--- src/rtl/divider_64_bit_seq.sv ---
// divider_64_bit_seq: unsigned 64-bit restoring divider producing one quotient bit per clock
module divider_64_bit_seq (
  input  logic        clk,
  input  logic        rst,
  input  logic        in_valid,
  output logic        in_ready,
  input  logic [63:0] dividend,
  input  logic [63:0] divisor,
  output logic        out_valid,
  input  logic        out_ready,
  output logic [63:0] quotient,
  output logic [63:0] remainder,
  output logic        div_by_zero
);
  typedef enum logic [1:0] {IDLE, RUN, DONE} state_t;
  state_t      state_q, state_d;
  logic [63:0] r_q, r_d, q_q, q_d, d_q, d_d;
  logic [5:0]  cnt_q, cnt_d;
  logic        dbz_q, dbz_d;
  logic [63:0] s;
  logic [64:0] t;
  logic        take;
  assign s           = {r_q[62:0], q_q[63]};
  assign t           = {1'b0, s} + {1'b0, ~d_q} + 65'd1;
  assign take        = r_q[63] | t[64];
  assign in_ready    = (state_q == IDLE) && !rst;
  assign out_valid   = state_q == DONE;
  assign quotient    = q_q;
  assign remainder   = r_q;
  assign div_by_zero = dbz_q;
  // Next state: load operands, iterate the trial subtraction, hold the result until taken.
  // A zero divisor loads its fixed result and dwells one cycle in RUN untouched.
  always_comb begin
    state_d = state_q;
    r_d     = r_q;
    q_d     = q_q;
    d_d     = d_q;
    cnt_d   = cnt_q;
    dbz_d   = dbz_q;
    case (state_q)
      IDLE: if (in_valid) begin
        state_d = RUN;
        dbz_d   = divisor == 64'd0;
        r_d     = divisor == 64'd0 ? dividend : 64'd0;
        q_d     = divisor == 64'd0 ? '1 : dividend;
        d_d     = divisor;
        cnt_d   = 6'd0;
      end
      RUN: if (dbz_q) state_d = DONE;
      else begin
        r_d     = take ? t[63:0] : s;
        q_d     = {q_q[62:0], take};
        cnt_d   = cnt_q + 6'd1;
        state_d = cnt_q == 6'd63 ? DONE : RUN;
      end
      DONE:    state_d = out_ready ? IDLE : DONE;
      default: state_d = IDLE;
    endcase
  end
  // State register with synchronous reset.
  always_ff @(posedge clk) begin
    if (rst) begin
      state_q <= IDLE;
      r_q     <= '0;
      q_q     <= '0;
      d_q     <= '0;
      cnt_q   <= '0;
      dbz_q   <= 1'b0;
    end else begin
      state_q <= state_d;
      r_q     <= r_d;
      q_q     <= q_d;
      d_q     <= d_d;
      cnt_q   <= cnt_d;
      dbz_q   <= dbz_d;
    end
  end
endmodule

--- config.mk ---
export PLATFORM = sky130hd
export DESIGN_NAME = divider_64_bit_seq
export DESIGN_NICKNAME = d
export VERILOG_FILES = /design/src/rtl/divider_64_bit_seq.sv
export SDC_FILE = /design/constraint.sdc
export NUM_CORES = 1
export LEC_CHECK = 0
export CORE_ASPECT_RATIO = 1.4
export CORE_MARGIN = 5
export CORE_UTILIZATION = 35
export DETAILED_ROUTE_END_ITERATION = 7
export REMOVE_ABC_BUFFERS = 1
export SLEW_MARGIN = 0
export SYNTH_ARGS = -nofsm -noshare
export SYNTH_HDL_FRONTEND = slang
export SYNTH_SLANG_ARGS = --single-unit
export TNS_END_PERCENT = 10
--- constraint.sdc ---
create_clock -name clk -period 4.4 [get_ports clk]
set_input_delay 1.32 -clock clk [delete_from_list [all_inputs] [get_ports clk]]
set_output_delay 1.32 -clock clk [all_outputs]
set_load 0.01 [all_outputs]
Word-level counts from Yosys, hierarchy flattened
Cells that the tools add are included.

cells by class
  $add $sub $neg = 3
  bitwise gates (word level) = 2
  reductions and logical operators = 7
  equal/unequal tests = 5
  multiplexer cells = 17

operator list
  cell                                                              count
  64-bit 2-to-1 mux                                                 7
  64-bit case mux with 2 select lines                               2
  64-bit by 64-bit adder with 65-bit output                         1
  65-bit by 1-bit adder with 65-bit output (second input constant)  1
  64-bit zero test                                                  1
  64-bit inverter                                                   1
  6-bit 2-to-1 mux                                                  2
  6-bit case mux with 2 select lines                                1
  2-bit 2-to-1 mux                                                  4
  6-bit by 1-bit adder with 6-bit output (second input constant)    1
  6-bit == test (second input constant)                             1
  2-bit case mux with 3 select lines                                1
  2-bit inequality test (second input constant)                     2
  3-bit AND reduction                                               1
  2-bit by 1-bit == test with 1-bit output (second input constant)  1
  2-bit == test (second input constant)                             1
  2-bit zero test                                                   1
  2-bit AND reduction                                               1
  2-bit nonzero test                                                1
  1-bit logical AND                                                 1
  1-bit zero test                                                   1
  1-bit bitwise OR                                                  1

storage, ports and cells
  word-level logic and storage cells = 40
  output and inout bits = 131
  register bits = 201
  input port bits = 132

Longest topological paths before layout
Gate-level depths: netlist (run 1).

  depth in word-level cells = 7
  gate-level depth with buffers = 16
  gate-level depth less buffers = 14

Worst setup path before layout (run 1)
OpenSTA, ideal clock, no wires.

  path type = in2reg
  start point = input port divisor[0]
  end point = register r_q[14] (netlist: remainder[14])
  path buffers = 3
  stages on the path = 11
  required time = 4.335 ns
  path slack = 0.851 ns
  setup time = 0.065 ns
  arrival = 3.484 ns
  cells stage by stage = nor4_1 > nand4_1 > nor4_2 > and2_0 > clkbuf_1 > clkbuf_1 > clkbuf_1 > a21oi_1 > o21ai_0 > o21ai_0 > nor2_1

on the way
  longest elaborated chain between the ends = 4

ends and longest elaborated chain
  element                              line  text
  from (decl)                          8     input logic [63:0] divisor,
  64-bit zero test                     44    r_d = divisor == 64'd0 ? dividend : 64'd0;
  64-bit 2-to-1 mux                    44
  64-bit 2-to-1 mux                    41    IDLE: if (in_valid) begin
  64-bit case mux with 2 select lines  40    case (state_q)
  to (signal assigned)                 71    r_q <= r_d;
  to (decl)                            17    logic [63:0] r_q, r_d, q_q, q_d, d_q, d_d;

No other way between the ends. The select of a mux whose other input is x is not followed.
A chain may end at the register's enable or synchronous reset.

Worst setup path after layout (run 1)
  start point = register q_q[63] (netlist: quotient[63])
  end point = register r_q[63] (netlist: remainder[63])

on the way
  longest elaborated chain between the ends = 6

ends and longest elaborated chain
  element                                      line  text
  from (decl)                                  17
  from (signal assigned)                       72    q_q <= q_d;
  64-bit by 64-bit adder with 65-bit output *  24    assign t = {1'b0, s} + {1'b0, ~d_q} + 65'd1;
  65-bit by 1-bit adder with 65-bit output *   24
  1-bit bitwise OR                             25    assign take = r_q[63] | t[64];
  64-bit 2-to-1 mux *                          51    r_d = take ? t[63:0] : s;
  64-bit 2-to-1 mux *                          49    RUN: if (dbz_q) state_d = DONE;
  64-bit case mux with 2 select lines *        40

Every way passes the cells marked *; elsewhere a longest branch is shown, timed or not. The select of a mux whose other input is x is not followed.

==> results of run 1 <==
==> logic make-up (layout without fill, tap and decap cells) <==
kind of cell / count (synthesis) / in the layout / synth area share
mux: 9 / 9 / 0.00725
fa+ha+maj: 66 / 66 / 0.0671
xor+xnor: 57 / 57 / 0.0402
flops: 201 / 201 / 0.324
compound gates: 555 / 555 / 0.291
buf+inv: 197 / 417 / 0.0622
simple gates: 586 / 586 / 0.208
other cells: 0 / 1 / 0
==> cell usage after synthesis, types with 6 or more instances <==
master	instances
nor4_1	22
nand2_1	290
nand3_1	13
a211oi_1	15
nand4_1	20
and3_1	8
a21o_1	24
o21ai_0	70
ha_1	65
o221ai_1	68
clkbuf_1	99
xor2_1	24
o21a_1	12
buf_2	6
xnor2_1	33
nor3_1	65
buf_1	8
nor2_1	120
inv_1	79
a2111oi_0	6
a221o_1	19
nor2b_1	11
o21ai_1	14
and2_1	6
nand2b_1	9
mux2i_1	9
a21oi_1	240
dfxtp_1	201
a221oi_1	33
o21bai_1	13
==> power groups by stage <==
| stage | combinational [uW] | clock [uW] | sequential, uW |
|---|---|---|---|
| after floorplan | 1960 | 0 | 2210 |
| after global placement | 3060 | 0 | 2190 |
| after detailed placement | 3070 | 0 | 2190 |
| after CTS | 3080 | 2010 | 2150 |
| after global routing | 3390 | 2070 | 2180 |
| final | 3070 | 1960 | 2150 |
==> through the flow <==
stage          hold WS [ns]  area (um2)   util  power, uW  std cells
2_1_floorplan         0.430       11900      -       4170       1553
3_3_place_gp          0.445       15600  0.444       5250       2308
3_5_place_dp          0.447       15600  0.444       5260       2308
4_1_cts               0.456       16300  0.466       7240       2347
5_1_grt               0.471       16300  0.466       7630       2347
6_report              0.454       16300  0.466       7190       2348
==> sequential cells by signal, indices dropped and copies added, names as in the netlist <==
name	count
d_q	64
quotient	64
remainder	64
cnt_q	6
state_q	2
div_by_zero	1
==> tightest hold or removal path: stages (launching register included) <==
cell and delay, ns:
dfxtp_1 0.31, nand2_1 0.05, a21oi_1 0.05
==> layout make-up <==
type                       count  share of cell area
antenna                        1            0.000153
clock buffer                  30              0.0399
clock inverter                 9             0.00620
inverter                      79              0.0181
multi-input combinational   1273               0.470
sequential                   201               0.246
tap                          456              0.0349
timing repair buffer         299               0.184
==> worst max-delay path by stage <==
stage,start,endpoint,slack (ns),depth (start not counted)
2_1_floorplan,state_q[1],cnt_q[5],-5.26,5
3_3_place_gp,divisor[6],remainder[31],0.08,10
4_1_cts,quotient[63],remainder[63],0.44,14
3_5_place_dp,divisor[6],remainder[36],0.05,10
6_report,quotient[63],remainder[63],0.43,14
5_1_grt,quotient[63],remainder[63],0.22,14
==> layer usage <==
metal  wire [um]  vias to the layer above  global-route usage
met2       24200                      377               0.413
met1       18700                     6186               0.271
met4        1480                        0              0.0788
li1            -                     6442                   -
met3        2440                       69              0.0269
met5           0                        -                   0
==> metrics, run 1 <==
synth warn 0; min-delay worst type flip-flop to flip-flop; status completed; total die area 0.0394 mm2; overall global routing resource usage 0.226; Arr. time, crit path 4.35 ns; Post-Syn Area 0.0124 mm2; synthesized flop and latch total 201; CTS tree built; H-tree Lvls 1; area occupied by multi-input gates 0.00768 mm2; Reg-to-Reg Start quotient[63]; drt drc 0; PnR worst setup slack 0.432 ns; dpl ws 0.0508 ns; port bufs 262; CTS clk-pin slew, worst paths 0.07 ns; worst vdd ir 0.000258 V; clock tree buffer depth 3; Setup CP Type flip-flop to flip-flop; Final Max Slew Viols 0; max_cap viols 0; hold path cells 2; Flop pwr share 0.300; Max Fclk 252 MHz; Site Rows 81; Die W 169 um; routed vias 13,100; top cells by area, synth dfxtp_1 (32%), a21oi_1 (9.7%), nand2_1 (8.8%); post-synth top area share 0.324; Initial Utilization 0.354; post-layout min period 3.97 ns; endpoint class of the critical path flip-flop; clk sinks 201; Die Span Y 233 um; initial antenna violation count 0; Reg-to-Reg End remainder[63]; TritonCTS Buffers 22; Final #Nets 2,074; Comb pwr share 0.428; CORE AREA 0.0351 mm2; RSZ-0062 raised after global routing no; Sum Neg Setup Slack 0 ns; FF/Latch Area 0.00402 mm2; Slowest Stage Delay on Critical Path 0.45 ns; crit path max-delay cell type o41ai_4; DR iter-0 viols 824; Internal 4460 uW; IO Count 263; Leakage 0.00622 uW; largest net degree at the start of global routing 146; Clk pwr share 0.273; CP startpoint kind flip-flop; P_sw 2720 uW; DRT Pass-1 Iters 5; layout cell share with drive strength beyond 1 0.0529; Power Dens Cells 440 mW/mm2; cts repair resizes 0; cell family with most CP delay compound AO/OA/AOI/OAI gates; Cell Chain, Critical Path inv_1 -> ha_1 -> fa_1 -> nand2b_1 -> a211oi_2 -> o211ai_1 -> nand3b_2 -> o21ai_1 -> o41ai_4 -> a41oi_4 -> and2_4 -> a221o_1 -> a311oi_1 -> a211oi_1; most frequent cells in the layout nand2_1 (289), clkdlybuf4s50_1 (261), a21oi_1 (240); placed wire-length estimate 34,600 um; global-route wire length before repair 72,000 um; CTS hold repair buffers 0; worst-case reg-to-reg path depth 14; Final Hold Fails 0; sequential-to-total area share from yosys stat 0.324; internal reg-to-reg setup slack 0.43 ns; drt total wl 46,800 um; Synth cell types 72; Sw Share 0.379; crit path buf inv count 1; total gr overflow 0; Post-Synthesis Cells 1,671; Post-synth EDFFs 0; postcts setup bufs 0; Placer Congestion 0.902; worst clock skew 0.0130 ns; clk root buf clkbuf_16; area leader, netlist dfxtp_1; ys flop type dfxtp_1; Skew-Pair Late Insertion Delay 0.53 ns; DR WL/cell 19.9 um; Post-DRT Antenna Nets 0; worst rel slew slack 0.406; vias in the first global route 12,900; commonest non-fill, non-tap cell in the layout nand2_1; CP max FO 22; syn avg cell area 7.43 um2; fraction of registers with async set/reset 0; Hold EP d_q[44]; Worst Hold Launch d_q[44]; vias per cell 5.57; Final Setup Violations 0; final worst path period share 0.902; Worst-Margin Slew 0.888 ns; CP required 4.78 ns; area grow syn2layout 31.5%; fillers 3,646
(Power assumes the default switching activity.)
==> run 2, diff against run 1 <==
DONT_BUFFER_PORTS = 1   (was not set)
HOLD_SLACK_MARGIN = 0.08   (was not set)
RECOVER_POWER = 50   (was not set)
==> run 2 against run 1 <==
Compared with the run above:
- largest power group unchanged
- core utilization fell by 7.7 points
- largest cell class unchanged
- maximum frequency increased by 0.22%
- hold slack barely moved
- power shrank 3.3%
- sequential power is 5% higher
- first-iteration DRC count fell by 15%
- the flow now finishes with violations (max-capacitance violations, max-slew violations)
- critical path type unchanged
- clock skew grew 0.012 ns
- critical path depth is 1 lower
- clock-buffer cell count shrank 2
==> metrics, run 2 (synthesized netlist as in run 1, its figures left out) <==
status complete, but fails checks; failing checks max-capacitance violations, max-slew violations; port bufs 0; DR WL/cell 22.0 um; Final Max Slew Viols 117; initial antenna violation count 0; commonest non-fill, non-tap cell in the layout nand2_1; Die Span Y 233 um; vias in the first global route 12,000; PnR worst setup slack 0.441 ns; global-route wire length before repair 69,400 um; vias per cell 5.80; DP Cell Count 2,036; non-filler instance count after layout 2,077; CTS hold repair buffers 0; worst rel slew slack -0.536; fillers 3,729; placed wire-length estimate 33,700 um; overall global routing resource usage 0.221; Max Fclk 253 MHz; Power Dens Cells 509 mW/mm2; Leakage 0.00519 uW; Site Rows 81; TritonCTS Buffers 24; CP max FO 22; Post-DRT Antenna Nets 0; endpoint class of the critical path flip-flop; Final Setup Violations 0; Initial Utilization 0.354; Setup CP Type flip-flop to flip-flop; Final Hold Fails 0; postcts setup bufs 0; Placer Congestion 0.924; RSZ-0062 raised after global routing no; cts repair resizes 0; min-delay worst type flip-flop to flip-flop; DRT Pass-1 Iters 5; clock tree buffer depth 3; CTS clk-pin slew, worst paths 0.06 ns; total gr overflow 0; worst clock skew 0.0253 ns; dpl ws 0.477 ns; clk root buf clkbuf_16; CP required 4.81 ns; Final #Nets 1,804; largest net degree at the start of global routing 206; most frequent cells in the layout nand2_1 (290), a21oi_1 (240), dfxtp_1 (201); worst vdd ir 0.000318 V; routed vias 12,100; Power, Total 6950 uW; Skew-Pair Late Insertion Delay 0.55 ns; drt total wl 45,800 um; area grow syn2layout 9.74%; Arr. time, crit path 4.37 ns; Worst-Margin Slew 2.28 ns; CORE AREA 0.0351 mm2; drt drc 0; clk sinks 201; total die area 0.0394 mm2; final worst path period share 0.900; CP startpoint kind flip-flop; DR iter-0 viols 700; max_cap viols 3; post-layout min period 3.96 ns; Die W 169 um; H-tree Lvls 1; IO Count 263; antenna diode count 0; CTS tree built; layout cell share with drive strength beyond 1 0.0518
## run 2: final cells by class
cell class	instances	area, um2	share of cell area
Clock buffer	28	626	0.0459
Clock inverter	13	194	0.0142
Inverter	79	297	0.0218
Multi-Input combinational cell	1273	7650	0.561
Sequential cell	201	4020	0.295
Tap cell	456	571	0.0419
Timing Repair Buffer	27	268	0.0196
## run 2: final timing paths
path                        end    startpoint  cells past startpoint  slack [ns]
hold / removal          d_q[34]       d_q[34]                      2        0.45
hold reg to reg         d_q[34]       d_q[34]                      2        0.45
setup reg to reg  remainder[63]  remainder[0]                     13        0.44
setup / recovery  remainder[63]  remainder[0]                     13        0.44
## run 2: through the flow
| step | hold WS (ns) | util | setup TNS (ns) | instance area [um2] |
|---|---|---|---|---|
| after floorplan | 0.430 | - | -589.55 | 11900 |
| after global placement | 0.443 | 0.366 | 0 | 12800 |
| after detailed placement | 0.444 | 0.366 | 0 | 12800 |
| after CTS | 0.455 | 0.390 | 0 | 13700 |
| after global routing | 0.472 | 0.389 | 0 | 13600 |
| final | 0.455 | 0.389 | 0 | 13600 |
## run 2: critical path, stage by stage, from the launching register on
cell and delay (ns):
dfxtp_1 0.46, inv_1 0.12, fa_1 0.47, nand2b_1 0.19
a211oi_2 0.31, o211ai_1 0.25, nand3b_2 0.18, o21ai_1 0.16
o41ai_4 0.43, a41oi_4 0.24, and2_4 0.35, a221o_1 0.32
a311oi_1 0.22, a211oi_1 0.11
## run 2: per-layer routing
metal  part of all wire  GRT usage
met5                  0          0
met4              0.037     0.0800
met3              0.074     0.0573
met2               0.50      0.397
met1               0.39      0.251
## run 2: report_power, final
group | internal, uW | total (uW) | switching [uW]
registers | 1990 | 2260 | 264
clock network | 1260 | 2120 | 858
logic | 1010 | 2570 | 1560
total | 4260 | 6950 | 2680
==> run 3, diff against run 2 <==
PLACE_DENSITY = 0.51   (was not set)
==> run 3 against run 2 <==
Compared with the run above:
- combinational power is essentially flat
- clock power hardly changed
- power is essentially flat
- the flow still finishes with violations (max-capacitance violations, max-slew violations)
- highest routed layer unchanged
- largest power group unchanged
- register-to-register slack worse by 0.03 ns
- routed wire length down 0.11%
- maximum frequency down 0.75%
==> metrics, run 3 (synthesized netlist as in run 1, its figures left out) <==
Min Hold Slack 0.456 ns; worst vdd ir 0.000305 V; Leakage 0.00521 uW; H-tree Lvls 1; CORE AREA 0.0351 mm2; hold path cells 2; vias in the first global route 12,100; Power Dens Cells 508 mW/mm2; drt total wl 45,700 um; final worst path period share 0.907; routed vias 12,000; vias per cell 5.78; Worst Hold Launch d_q[47]; clock tree buffer depth 3; CP max FO 83; Reg-to-Reg End remainder[63]; TritonCTS Buffers 24; commonest non-fill, non-tap cell in the layout nand2_1; failing checks max-capacitance violations, max-slew violations; non-filler instance count after layout 2,079; clk sinks 201; Final Setup Violations 0; DR iter-0 viols 783; CTS hold repair buffers 0; Final #Nets 1,806; Final Hold Fails 0; Sw Share 0.380; Skew-Pair Late Insertion Delay 0.54 ns; clk root buf clkbuf_16; cell family with most CP delay compound AO/OA/AOI/OAI gates; Die Span Y 233 um; Worst-Margin Slew 1.72 ns; DR WL/cell 22.0 um; crit path buf inv count 2; antenna diode count 0; Final Max Slew Viols 154; total die area 0.0394 mm2; Slowest Stage Delay on Critical Path 0.45 ns; IO Count 263; status complete, but fails checks; port bufs 0; Arr. time, crit path 4.43 ns; fillers 3,742; CP required 4.84 ns; crit path max-delay cell type dfxtp_1; dpl ws 0.448 ns; Max Fclk 251 MHz; P_sw 2640 uW; Area after DPL 0.0129 mm2; DP Cell Count 2,038; internal reg-to-reg setup slack 0.41 ns; Placer Congestion 0.898; most frequent cells in the layout nand2_1 (289), a21oi_1 (240), dfxtp_1 (201); CTS clk-pin slew, worst paths 0.06 ns; Flop pwr share 0.325; worst rel slew slack -0.147; CTS tree built; post-layout min period 3.99 ns; total gr overflow 0; global-route wire length before repair 69,700 um; placed wire-length estimate 33,300 um; Reg-to-Reg Start quotient[63]; layout cell share with drive strength beyond 1 0.0530; worst clock skew 0.0257 ns; CP startpoint kind flip-flop; Setup CP Type flip-flop to flip-flop; PnR worst setup slack 0.411 ns; Comb pwr share 0.367; DRT Pass-1 Iters 7; overall global routing resource usage 0.221; Site Rows 81; min-delay worst type flip-flop to flip-flop; max_cap viols 3; Hold EP d_q[47]; cts repair resizes 0; initial antenna violation count 0; Initial Utilization 0.354; largest net degree at the start of global routing 206; area grow syn2layout 10.1%; RSZ-0062 raised after global routing no; Internal 4310 uW; worst-case reg-to-reg path depth 15; postcts setup bufs 0; Post-DRT Antenna Nets 0; Clk pwr share 0.309; drt drc 0; post-route cell area 0.0137 mm2; Die W 169 um; Cell Chain, Critical Path inv_1 -> ha_1 -> fa_1 -> nand2b_1 -> a211oi_2 -> o211ai_1 -> nand3b_2 -> o21ai_1 -> o41ai_4 -> a41oi_4 -> buf_12 -> nand2b_4 -> nor3b_1 -> mux2i_1 -> a211oi_1; endpoint class of the critical path flip-flop
[run 3: final cells by class]
type / count / area (um2) / share of cell area
multi-input cells: 1273 / 7670 / 0.561
inverters: 79 / 297 / 0.0217
clock buffers: 34 / 689 / 0.0504
repair buffers: 29 / 288 / 0.0210
well taps: 456 / 571 / 0.0417
flip-flops and latches: 201 / 4020 / 0.294
clock inverters: 7 / 139 / 0.0102
[run 3: per-stage QoR]
step            util  power, uW  TNS [ns]
6_report       0.390       6950         0
5_1_grt        0.390       7410         0
4_1_cts        0.390       7020         0
3_5_place_dp   0.367       4850         0
3_3_place_gp   0.367       4830         0
2_1_floorplan      -       4170   -589.55
[run 3: power groups by stage]
stage	combinational, uW	sequential, uW	clock, uW
2_1_floorplan	1960	2210	0
3_3_place_gp	2530	2300	0
3_5_place_dp	2540	2300	0
4_1_cts	2560	2260	2200
5_1_grt	2860	2280	2270
6_report	2550	2260	2140
[run 3: per-layer routing]
metal | share of wire | GRT usage
met5 | 0 | 0
met4 | 0.023 | 0.0604
met3 | 0.079 | 0.0600
met2 | 0.52 | 0.408
met1 | 0.38 | 0.247
[run 3: worst reg2reg max path: cells and delay by family (launching register included)]
family / cells / cell delay, ns
buffers and inverters: 2 / 0.35
AND/OR/NAND/NOR: 4 / 0.85
AO/OA/AOI/OAI: 6 / 1.51
multiplexers: 1 / 0.11
flip-flops: 1 / 0.45
adder cells (fa/ha/maj): 2 / 0.64
[run 3: worst max-delay path by stage]
stage | start | endpoint | cells past startpoint | slack, ns
floorplan | state_q[1] | cnt_q[5] | 5 | -5.26
global placement | quotient[63] | remainder[63] | 15 | 0.51
detailed placement | quotient[63] | remainder[63] | 14 | 0.45
CTS | quotient[63] | remainder[63] | 15 | 0.42
global route | quotient[63] | remainder[63] | 15 | 0.09
finish | quotient[63] | remainder[63] | 15 | 0.41
==> variant: new RTL, flow settings as in run 2 <==
Make the reset (`rst`) asynchronous in one clocked block. Comments in the files are not updated.
--- a/src/rtl/divider_64_bit_seq.sv
+++ b/src/rtl/divider_64_bit_seq.sv
@@ -59,5 +59,5 @@
   end
   // State register with synchronous reset.
-  always_ff @(posedge clk) begin
+  always_ff @(posedge clk or posedge rst) begin
     if (rst) begin
       state_q <= IDLE;
Check against the original RTL: differs if rst is asserted again (counterexample within 4 cycles, from zero or initial values and one cycle with rst high); with rst held inactive, the same outputs for 4 cycles.
==> variant against run 2 <==
The flow still finishes with violations (max-capacitance violations, max-slew violations). Routed wire length increased by 6.3%. Die area increased by 8.1%. Sequential cell count unchanged. Synthesized area increased by 8.5%. Count of clock-buffer cells in the layout increased by 6. Cell area increased by 8.8%. Worst setup slack improved by 0.098 ns. Critical path depth decreased by 10. Global-route usage decreased by 0.26 points. Synthesized cell count increased by 2.7%. Critical endpoint is now d_q[0].
Power is not shown: default switching activity piles up to over one toggle a cycle in this logic, so the estimate is an artifact.
==> variant: results <==
export IMPL_status="complete, but fails checks"
export IMPL_failed_checks="max-capacitance violations, max-slew violations"
export IMPL_synth_ff_type="dfrtp_1"
export IMPL_ctsResizeCount=0
export IMPL_worstMarginPinSlew_ns=2.61
export IMPL_yosys_top_cells_area="dfrtp_1 (37%), nand2_1 (9.7%), o21ai_0 (6.5%)"
export IMPL_worst_path_max_fanout=65
export IMPL_yosys_warnings=0
export IMPL_drive_gt1_share_pct=7.02
export IMPL_place_detailed_hpwl_mm=37.5
export IMPL_globalplace_congestion=0.915
export IMPL_grt_pass1_wl_mm=74.0
export IMPL_insertedDiodeCount=0
export IMPL_grt_max_degree=93
export IMPL_cts_buffers=24
export IMPL_dpl_cell_area_um2=14000
export IMPL_drt_iter0_drc=854
export IMPL_ys_seq_area_share_pct=37.3
export IMPL_drv_cap=2
export IMPL_nFillCells=3930
export IMPL_vias_per_cell=5.76
export IMPL_cp_slowest_stage_delay_ns=1.90
export IMPL_grt_pass1_vias=12400
export IMPL_finalMaxSlewViolations=158
export IMPL_placement_io_buffers=0
export IMPL_cp_arrival_ns=4.27
export IMPL_path_delay_family="buffers and inverters"
export IMPL_worstSkewPairLatency_ns=0.54
export IMPL_async_flop_share_pct=100
export IMPL_cts_setup_buffers=0
export IMPL_skew_ns=0.0164
export IMPL_grt_use_total_pct=21.9
export IMPL_synth_common_cells="nand2_1 (350), dfrtp_1 (201), o21ai_0 (176), a21oi_1 (119), nor2_1 (117)"
export IMPL_cts_buffer_depth=3
export IMPL_routedWlPerCell_um=22.4
export IMPL_yosysUniqueCellTypes=76
export IMPL_root_buffer="clkbuf_16"
export IMPL_fin_nets=1874
export IMPL_firstDrtPassIters=6
export IMPL_pre_cts_slack_ns=0.656
export IMPL_crit_slowest_cell="clkbuf_1"
## variant: worst paths after layout
check,start,endpoint,slack (ns),cells after the start
worst max-delay path,in_valid,d_q[0],0.54,3
worst min-delay path,d_q[0],d_q[0],0.53,1
worst max register to register,quotient[63],remainder[62],0.63,14
worst min register to register,d_q[0],d_q[0],0.53,1
max in group asynchronous,rst,d_q[59],1.31,2
min in group asynchronous,rst,quotient[26],1.27,1
## variant: through the flow
step | instances | hold WS [ns]
after floorplan | 1605 | 0.485
after global placement | 2128 | 0.504
after detailed placement | 2128 | 0.513
after CTS | 2172 | 0.527
after global routing | 2172 | 0.550
final | 2172 | 0.530
## variant: kinds of logic after synthesis
group           after synthesis  share of synthesized area, %
simple gates                666                          21.7
fa+ha+maj                    66                          6.18
compound gates              508                          23.6
buf+inv                     202                          6.21
xor+xnor                     55                          3.57
flops                       201                          37.3
mux                          18                          1.36
## variant: worst register-to-register path, stage by stage (launching register included)
cell and delay [ns]:
dfrtp_1 0.43, inv_1 0.08, ha_1 0.24, fa_1 0.41
nand2b_1 0.18, a21oi_1 0.28, o21ai_0 0.23, a211oi_1 0.31
or2_1 0.27, a221oi_4 0.14, buf_4 0.21, nand2b_4 0.25
or3_1 0.40, mux2i_1 0.14, nor3_1 0.07
## variant: cell type report
cell class                      instances  area [um^2]  area share [%]
Clock inverter                         10          106           0.717
Clock buffer                           34          709            4.78
Sequential cell                       201         5030            33.9
Multi-Input combinational cell       1313         7670            51.7
Tap cell                              478          598            4.03
Timing Repair Buffer                   45          374            2.52
Inverter                               91          345            2.33
## variant: metal layers
layer / global-route usage, % / part of all wire [%]
met2: 39.1 / 51
met3: 5.68 / 8.0
met5: 0 / 0
met1: 25.0 / 38
met4: 7.78 / 3.8
